--- config.mk ---
export PLATFORM = sky130hd
export DESIGN_NAME = ff_event_delay_stage
export DESIGN_NICKNAME = d
export VERILOG_FILES = /design/src/rtl/ff_event_delay_stage.sv
export SDC_FILE = /design/constraint.sdc
export NUM_CORES = 1
export LEC_CHECK = 0
export ABC_CLOCK_PERIOD_IN_PS = 2610
export BUFFER_PORTS_ARGS = -buffer_cell sky130_fd_sc_hd__buf_2
export CORE_UTILIZATION = 51
export CTS_CLUSTER_DIAMETER = 100
export DETAILED_ROUTE_END_ITERATION = 8
export PLACE_DENSITY = 0.76
export SLEW_MARGIN = 5
export SYNTH_ARGS = -nofsm -noshare
export SYNTH_HDL_FRONTEND = slang
export SYNTH_SLANG_ARGS = --single-unit
--- constraint.sdc ---
create_clock -name clk -period 2.61 [get_ports clk]
set_input_delay 0.522 -clock clk [delete_from_list [all_inputs] [get_ports clk]]
set_output_delay 0.522 -clock clk [all_outputs]
set_load 0.01 [all_outputs]
--- src/rtl/ff_event_delay_stage.sv ---
// Registers d to q every clock; captures load_val on load and commits it to a after REPEAT_N toggle events.
// Latency: q one clock; a valid one clock after the REPEAT_N-th event. Loads while busy are ignored.
module ff_event_delay_stage #(
  parameter int              WIDTH    = 1,
  parameter int              REPEAT_N = 2,
  parameter logic [WIDTH-1:0] A_RST   = '0
) (
  input  logic             clk,
  input  logic             rst_n,
  input  logic [WIDTH-1:0] d,
  output logic [WIDTH-1:0] q,
  input  logic             ev_tgl,
  input  logic             load,
  input  logic [WIDTH-1:0] load_val,
  output logic [WIDTH-1:0] a,
  output logic             busy,
  output logic             done,
  output logic [7:0]       ev_cnt
);

  generate
    if (REPEAT_N < 1 || REPEAT_N > 255) begin : g_bad_repeat
      $error("ff_event_delay_stage: REPEAT_N must be in 1..255");
    end
  endgenerate

  localparam logic [8:0] RepeatN9 = 9'(REPEAT_N);

  typedef enum logic [1:0] {
    IDLE   = 2'd0,
    WAIT   = 2'd1,
    COMMIT = 2'd2
  } state_t;

  state_t           state;
  state_t           state_nxt;
  logic             ev_q;
  logic             ev;
  logic [WIDTH-1:0] hold;
  logic [8:0]       ev_cnt_inc;

  // ev_q resets to 0; the first post-reset edge always finds the FSM idle, so a
  // stale toggle level seen there can never be counted.
  assign ev         = ev_tgl ^ ev_q;
  assign ev_cnt_inc = {1'b0, ev_cnt} + 9'd1;

  always_comb begin
    state_nxt = state;
    case (state)
      IDLE:    if (load) state_nxt = WAIT;
      WAIT:    if (ev && ev_cnt_inc == RepeatN9) state_nxt = COMMIT;
      COMMIT:  state_nxt = IDLE;
      default: state_nxt = IDLE;
    endcase
  end

  always_ff @(posedge clk or negedge rst_n) begin
    if (!rst_n) begin
      state  <= IDLE;
      q      <= '0;
      a      <= A_RST;
      hold   <= '0;
      ev_q   <= 1'b0;
      ev_cnt <= 8'd0;
    end else begin
      state <= state_nxt;
      q     <= d;
      ev_q  <= ev_tgl;
      if (state == IDLE && load) begin
        hold   <= load_val;
        ev_cnt <= 8'd0;
      end
      if (state == WAIT && ev && ev_cnt != 8'hFF) begin
        ev_cnt <= ev_cnt_inc[7:0];
      end
      if (state == COMMIT) begin
        a <= hold;
      end
    end
  end

  assign busy = (state != IDLE);
  assign done = (state == COMMIT);

endmodule

==> impl_results.md, run 1 <==
- Outcome: completed
- Total of cells resized after clock tree synthesis: 0
- Vias in the first global route: 655
- Average wire per standard cell: 14.69 um
- # port buffers: 17
- Overall track demand over capacity in global routing: 21.39%
- Max-cap check violation count: 0
- Placement row count: 13
- Initial standard-cell utilization of the core: 58.28%
- Height of the chip: 41.75 um
- Number of nets still failing antenna checks after routing: 0
- Max stage delay cell, worst path: sky130_fd_sc_hd__dfrtp_1
- Clock buffer count from CTS: 3
- Wire length of the first global-routing pass: 2870 um
- Synthesized-area fraction occupied by xor and xnor cells: 4.348%
- Reg area: 350.3 um2
- Final worst clock skew: 0.001574 ns
- Post-place setup slack: 0.5361 ns
- Category of the worst setup path capture point: register
- Number of warnings printed during yosys synthesis: 0
- Hold buffers post-CTS: 0
- Leak Pwr: 0.4238 nW
- Most common library cell in the layout ignoring fill and taps: sky130_fd_sc_hd__buf_2
- Max-slew violation total from the final report: 0
- Part of the Yosys area used for sequential elements: 43.48%
- Buffer cell driving the clock tree root: sky130_fd_sc_hd__clkbuf_4
- Area delta synth->final: 11.80%
- Number of fill cells: 119
- Number of synthesized register bits: 14
- Worst path most repeated cell: sky130_fd_sc_hd__a211o_1
- Number of vias in the routed layout: 688
- Unique masters post-synth: 32
- Cell area after synthesis: 805.8 um2
- Period Utilization, post-route: 80.48%
- Mapped Nets: 86
- H-tree Lvls: 1
- Top cell type's share of synthesized area: 43.48%
- Drc violations: 0
- Post-synthesis share of cell area spent on and, or, nand and nor gates: 21.89%
- Number of detailed-route iterations in the first pass: 4
- Setup TNS Final: 0 ns
- Routed WL: 1601 um
- Multi-input logic area: 416.7 um2
- Compound-Gate Fraction of Synth Area: 16.93%
- Highest fanout seen on the critical path: 10
- Unrepaired setup endpoints after global routing: no
- Width of the die: 41.75 um
- Power per Cell Area: 908.5 nW/um2
- List of cells traversed by the critical path: ha_1 -> a211o_1 -> a211o_1 -> a2111oi_2 -> nor2b_1
- Post-layout net count: 104
- Final Hold Vio Count: 0
- Hold WC Path Type: in2async
- Placed instance area: 878.3 um2
- Worst setup path category: reg2reg
- Adder-cell share of the synthesized area: 3.106%
- Category of the worst setup path launch point: register
- Synthesized area divided by synthesized cell count: 10.33 um2
- Routability congestion estimate from global placement: 0.9193
- Number of ports placed on the die boundary: 18
- Highest clock rate: 476.1 MHz
- Clock slew at reported path FFs: 0.08 ns
- Post-CTS setup repair buffer count: 0
- Number of clock sinks: 14
- Count of mapped cells out of synthesis: 78
- Avg Vias per Cell: 6.312
- Remaining Overflow, GRT: 0
- Antenna violations before repair: 0
- CTS tree: done
- Later-pin clock latency in the skew report: 0.27 ns
- Placeable core region: 1383 um2
- Leading post-synthesis cells by cell area: sky130_fd_sc_hd__dfrtp_1, sky130_fd_sc_hd__mux2_2, sky130_fd_sc_hd__a221o_1, sky130_fd_sc_hd__a211o_1, sky130_fd_sc_hd__xnor2_1
- Total non-filler cell area in the finished layout: 900.9 um2
- Starting DRC count in detailed routing: 20
- Total inserted antenna cells: 0
- Pin count of the biggest net entering global routing: 15
- Period minus WS final: 2.101 ns
- Number of endpoints failing setup at the final stage: 0
- Full die area: 1743 um2
- Worst rel slew slack: 68.11%
- Slowest stage delay, CP: 0.48 ns
- Required time at the endpoint of the critical path: 2.82 ns
- Worst IR Drop VDD: 0.6417 mV
- Main combinational cell family by area after synthesis: simple AND/OR/NAND/NOR gates
- Buffer depth of the longest clock path: 2
- PnR worst setup slack: 0.5095 ns
- Ratio of cells with drive above 1 in the final layout: 26.60%
- Sum of net half-perimeters after detailed placement: 1113 um
- Multiplexer share of the synthesized area: 5.435%
- Actual slew at the worst max-slew pin: 0.4767 ns
- Arrival time of data at the critical path endpoint: 2.31 ns
- Library cell with the largest summed area after synthesis: sky130_fd_sc_hd__dfrtp_1
- Most frequent cells in the layout: sky130_fd_sc_hd__buf_2, sky130_fd_sc_hd__dfrtp_1, sky130_fd_sc_hd__nand3_1
## per-layer routing
layer	routed length (um)	track usage, %
met4	27	10.97
met1	764	27.86
met2	745	33.75
met3	63	3.913
met5	0	0
## cells in the mapped netlist, drive strengths merged
| cell | count |
|---|---|
| nor3 | 3 |
| clkbuf | 1 |
| o21a | 3 |
| nor3b | 1 |
| mux2 | 3 |
| a221o | 3 |
| a31oi | 1 |
| inv | 2 |
| and3 | 3 |
| and2 | 2 |
| nand2 | 4 |
| buf | 3 |
| xnor2 | 3 |
| nand3b | 1 |
| nand4 | 3 |
| nor4 | 2 |
| a2bb2oi | 1 |
| o21ai | 2 |
| xor2 | 1 |
| dfrtp | 14 |
| a211o | 3 |
| nand3 | 5 |
| a22o | 1 |
| nor4b | 1 |
| nor2b | 3 |
| mux2i | 1 |
| ha | 2 |
| a2111oi | 1 |
| nor2 | 4 |
| a311oi | 1 |
## cell families (layout without fill, tap and decap cells)
kind of cell | after synthesis | after routing
adder cells (fa/ha/maj) | 2 | 2
multiplexers | 4 | 4
AO/OA/AOI/OAI | 16 | 16
AND/OR/NAND/NOR | 32 | 32
XOR/XNOR | 4 | 4
buffers and inverters | 6 | 22
flip-flops | 14 | 14
## cell type report
type	count	area share, %
multi-input cells	58	46.25
flip-flops and latches	14	38.89
repair buffers	17	9.444
clock buffers	3	2.500
well taps	15	2.083
inverters	2	0.8333
## worst max-delay path: cells and delay by family (launching register included)
kind | cells | cell delay [ns]
flops | 1 | 0.48
fa+ha+maj | 1 | 0.37
compound gates | 3 | 1.02
simple gates | 1 | 0.17
## stage by stage
step | util (%) | cells | hold WS [ns] | power, mW
final | 65.16 | 109 | 0.1254 | 0.8184
after global routing | 65.16 | 109 | 0.1361 | 0.8883
after CTS | 65.16 | 109 | 0.1296 | 0.8232
after global placement | 63.53 | 106 | 0.4298 | 0.6898
after detailed placement | 63.53 | 106 | 0.4334 | 0.6995
after floorplan | - | 78 | 0.2264 | 0.6133
## final timing paths
path | slack, ns | cells past startpoint | start | end
max | 0.51 | 5 | ev_cnt[0] | state[1]
min | 0.13 | 1 | rst_n | state[1]
max reg2reg | 0.51 | 5 | ev_cnt[0] | state[1]
min reg2reg | 0.50 | 1 | a | a
max in group asynchronous | 2.25 | 1 | rst_n | hold
min in group clk | 0.35 | 1 | d | q
## report_power, final
part           leakage [nW]  internal [mW]  switching [mW]
registers             0.178          0.276          0.0983
clock network        0.0138         0.0535          0.0644
logic                 0.231          0.159           0.168
## registers in the layout (all words and copies together), names as in the netlist
register / cells
q: 1
ev_q: 1
ev_cnt: 8
a: 1
hold: 1
state: 2
Power figures use the tool's default switching activity.
==> run 2, diff against run 1 <==
ABC_AREA = 1   (was default)
ABC_CLOCK_PERIOD_IN_PS = 1700   (was 2610)
CORE_UTILIZATION = 46   (was 51)
PLACE_DENSITY = 0.72   (was 0.76)
clock period = 1.7 ns   (was 2.61 ns; I/O delays follow)
==> run 2 against run 1 <==
Net effect: the flow now finishes with violations (DRC); clock power up 100%; critical path type unchanged; synthesized cell count is 35% higher; largest power group is now combinational cells; final cell count up 31%.
==> impl_results.md, run 2 <==
- Number of clock sinks: 14 (unchanged)
- Number of fill cells: 151 (was 119)
- Height of the chip: 43.76 um (was 41.75 um)
- Buffer cell driving the clock tree root: sky130_fd_sc_hd__clkbuf_4 (unchanged)
- Library cell with the largest summed area after synthesis: sky130_fd_sc_hd__dfrtp_1 (unchanged)
- Worst setup path category: reg2reg (unchanged)
- Highest fanout seen on the critical path: 7 (was 10)
- Area delta synth->final: 19.03% (was 11.80%)
- Number of vias in the routed layout: 732 (was 688)
- Buffer depth of the longest clock path: 2 (unchanged)
- Worst IR Drop VDD: 0.7559 mV (was 0.6417 mV)
- Highest routing layer actually used: met4 (unchanged)
- # port buffers: 17 (unchanged)
- Post-CTS setup repair buffer count: 0 (unchanged)
- Initial standard-cell utilization of the core: 51.44% (was 58.28%)
- Hold WC Path Type: in2reg (was in2async)
- Power per Cell Area: 1653 nW/um2 (was 908.5 nW/um2)
- Proportion of power drawn by the clock network: 15.2% (was 14.4%)
- H-tree Lvls: 1 (unchanged)
- Worst-case register-to-register setup slack: 0.18 ns (was 0.51 ns)
- Part of the Yosys area used for sequential elements: 43.68% (was 43.48%)
- Most common library cell in the layout ignoring fill and taps: sky130_fd_sc_hd__nand2_1 (was sky130_fd_sc_hd__buf_2)
- Width of the die: 43.76 um (was 41.75 um)
- Net switching fraction of the power: 45.13% (was 40.38%)
- Count of placed standard cells including taps: 138 (was 106)
- DR WL met3: 53 um (was 63 um)
- Final worst clock skew: 0.002362 ns (was 0.001574 ns)
- Violated checks: DRC
- Vias in the first global route: 647 (was 655)
- Leak Pwr: 0.4821 nW (was 0.4238 nW)
- Worst path most repeated cell: sky130_fd_sc_hd__nand2_1 (was sky130_fd_sc_hd__a211o_1)
- Unique masters post-synth: 20 (was 32)
- Cell area after synthesis: 802.0 um2 (was 805.8 um2)
- Category of the worst setup path launch point: register (unchanged)
- Ys async rst share: 100.0% (unchanged)
- Count of mapped cells out of synthesis: 105 (was 78)
- Part of the total power dissipated in combinational logic: 46.8% (was 39.9%)
- Number of ports placed on the die boundary: 18 (unchanged)
- Starting DRC count in detailed routing: 12 (was 20)
- Leading post-synthesis cells by cell area: sky130_fd_sc_hd__dfrtp_1, sky130_fd_sc_hd__nand2_1, sky130_fd_sc_hd__inv_1, sky130_fd_sc_hd__nor2_1, sky130_fd_sc_hd__nand3_1 (was sky130_fd_sc_hd__dfrtp_1, sky130_fd_sc_hd__mux2_2, sky130_fd_sc_hd__a221o_1, sky130_fd_sc_hd__a211o_1, sky130_fd_sc_hd__xnor2_1)
- Clock slew at reported path FFs: 0.08 ns (about the same)
- Top cells by instance count after synthesis: sky130_fd_sc_hd__nand2_1, sky130_fd_sc_hd__inv_1, sky130_fd_sc_hd__nor2_1, sky130_fd_sc_hd__dfrtp_1, sky130_fd_sc_hd__nand3_1 (was sky130_fd_sc_hd__dfrtp_1, sky130_fd_sc_hd__nand3_1, sky130_fd_sc_hd__nand2_1, sky130_fd_sc_hd__nor2_1)
- Period minus WS final: 1.515 ns (was 2.101 ns)
- Required time at the endpoint of the critical path: 1.87 ns (was 2.82 ns)
- Sum of net half-perimeters after detailed placement: 1257 um (was 1113 um)
- M1 WL: 747 um (was 764 um)
- Category of the worst setup path capture point: register (unchanged)
- Number of warnings printed during yosys synthesis: 0 (unchanged)
- Seq pwr share: 38.1% (was 45.7%)
- Net switching power: 712.3 uW (was 330.5 uW)
- Remaining Overflow, GRT: 0 (unchanged)
- Outcome: complete, but fails checks (was completed)
- Placeable core region: 1559 um2 (was 1383 um2)
- Setup TNS Final: 0 ns (unchanged)
- Ratio of cells with drive above 1 in the final layout: 29.13% (was 26.60%)
- Biggest regs: ev_cnt x8, state x2 (unchanged)
- Clock buffer count from CTS: 3 (unchanged)
- Most frequent cells in the layout: sky130_fd_sc_hd__nand2_1, sky130_fd_sc_hd__buf_2, sky130_fd_sc_hd__inv_1, sky130_fd_sc_hd__nor2_1, sky130_fd_sc_hd__dfrtp_1 (was sky130_fd_sc_hd__buf_2, sky130_fd_sc_hd__dfrtp_1, sky130_fd_sc_hd__nand3_1)
- Later-pin clock latency in the skew report: 0.28 ns (was 0.27 ns)
- Arrival time of data at the critical path endpoint: 1.69 ns (was 2.31 ns)
- Number of detailed-route iterations in the first pass: 6 (was 4)
- Worst rel slew slack: 78.52% (was 68.11%)
- Max-slew violation total from the final report: 0 (unchanged)
- Highest clock rate: 659.9 MHz (was 476.1 MHz)
- Period Utilization, post-route: 89.14% (was 80.48%)
- Overall track demand over capacity in global routing: 20.56% (was 21.39%)
- Pin count of the biggest net entering global routing: 15 (unchanged)
- Mapped Nets: 113 (was 86)
- Average wire per standard cell: 11.38 um (was 14.69 um)
- Slowest stage delay, CP: 0.44 ns (was 0.48 ns)
- Total inserted antenna cells: 0 (unchanged)
- Number of endpoints failing setup at the final stage: 0 (unchanged)
- Final Hold Vio Count: 0 (unchanged)
- Max-cap check violation count: 0 (unchanged)
- Drc violations: 2 (was 0)
- Total design power: 1.578 mW (was 818.4 uW)
- Post-layout net count: 136 (was 104)
- Actual slew at the worst max-slew pin: 0.3222 ns (was 0.4767 ns)
- Dominant register cell in the synthesized netlist: sky130_fd_sc_hd__dfrtp_1 (unchanged)
- Placement row count: 14 (was 13)
- Max stage delay cell, worst path: sky130_fd_sc_hd__dfrtp_2 (was sky130_fd_sc_hd__dfrtp_1)
- WL met2: 783 um (was 745 um)
- Avg Vias per Cell: 5.119 (was 6.312)
- Largest register FFs: 8 (unchanged)
- Number of nets still failing antenna checks after routing: 0 (unchanged)
- Synthesized area divided by synthesized cell count: 7.638 um2 (was 10.33 um2)
- Final std cells w/o fill: 143 (was 109)
- Routability congestion estimate from global placement: 0.8106 (was 0.9193)
- Most used standard cell by instance count after synthesis: sky130_fd_sc_hd__nand2_1 (was sky130_fd_sc_hd__dfrtp_1)
- Full die area: 1915 um2 (was 1743 um2)
- Post-synth EDFFs: 0 (unchanged)
- Internal power summed over all cells: 866.1 uW (was 488.0 uW)
- CTS tree: done (unchanged)
- Wire length of the first global-routing pass: 2766 um (was 2870 um)
- Unrepaired setup endpoints after global routing: no (unchanged)
- Top cell type's share of synthesized area: 43.68% (was 43.48%)
- List of cells traversed by the critical path: ha_1 -> nand2_1 -> inv_1 -> nor2_1 -> nor2_2 -> nand2_1 -> nor2_1 -> nand3_1 -> nand2_1 -> nand2_1 (was ha_1 -> a211o_1 -> a211o_1 -> a2111oi_2 -> nor2b_1)
- Number of synthesized register bits: 14 (unchanged)
- Register with the highest flop count: ev_cnt (unchanged)
- Routed WL: 1627 um (was 1601 um)
- Antenna violations before repair: 0 (unchanged)
[run 2: power groups by stage]
stage                     Clock (mW)  Combinational [mW]  Sequential [mW]
final                          0.239               0.738            0.601
after global placement             0               0.730            0.595
after floorplan                    0               0.492            0.621
after global routing           0.262               0.840            0.628
after detailed placement           0               0.740            0.601
after CTS                      0.244               0.743            0.596
[run 2: worst max-delay path, delay by kind of cell (launching register included)]
family	cells	cell delay, ns
adder cells (fa/ha/maj)	1	0.24
buffers and inverters	1	0.08
AND/OR/NAND/NOR	8	0.65
flip-flops	1	0.44
[run 2: kinds of logic (layout without fill, tap and decap cells)]
kind of cell	Yosys count	in the layout	synth area share, %
compound gates	13	13	11.39
fa+ha+maj	2	2	3.120
buf+inv	17	39	7.955
flops	14	14	43.68
simple gates	59	59	33.85
[run 2: metal layers]
metal | global-route usage (%) | vias up
met5 | 0 | -
met4 | 13.13 | 0
met3 | 3.750 | 5
met2 | 33.13 | 14
met1 | 25.13 | 335
li1 | - | 378
[run 2: per-stage QoR]
step	cell area (um2)	setup WS (ns)	util [%]	hold slack, ns
floorplan	802.0	0.2557	-	0.04441
global placement	907.1	0.1584	58.19	0.2526
detailed placement	907.1	0.1322	58.19	0.2519
CTS	953.4	0.1134	61.16	0.1558
global route	954.7	0.03118	61.24	0.1413
finish	954.7	0.1846	61.24	0.1602
[run 2: what timing repair did]
item,4_1_cts,5_1_grt
resized for setup,0,1
setup endpoints to repair,0,2
endpoints found under the hold margin,14,0
hold buffers,1,0
[run 2: cell type report]
class	instances	area (um2)	area share [%]
Multi-Input combinational cell	74	387.9	40.63
Inverter	17	63.81	6.684
Sequential cell	14	351.6	36.83
Tap cell	16	20.02	2.097
Timing Repair Buffer	18	95.09	9.961
Clock buffer	4	36.28	3.801
[run 2: path summary, 6_finish.rpt]
kind	from	cells after the start	to
max reg2reg	ev_cnt[0]	10	state[0]
min	d	1	q
max in group asynchronous	rst_n	2	ev_cnt[0]
min reg2reg	hold	2	a
min in group asynchronous	rst_n	2	state[0]
max	ev_cnt[0]	10	state[0]
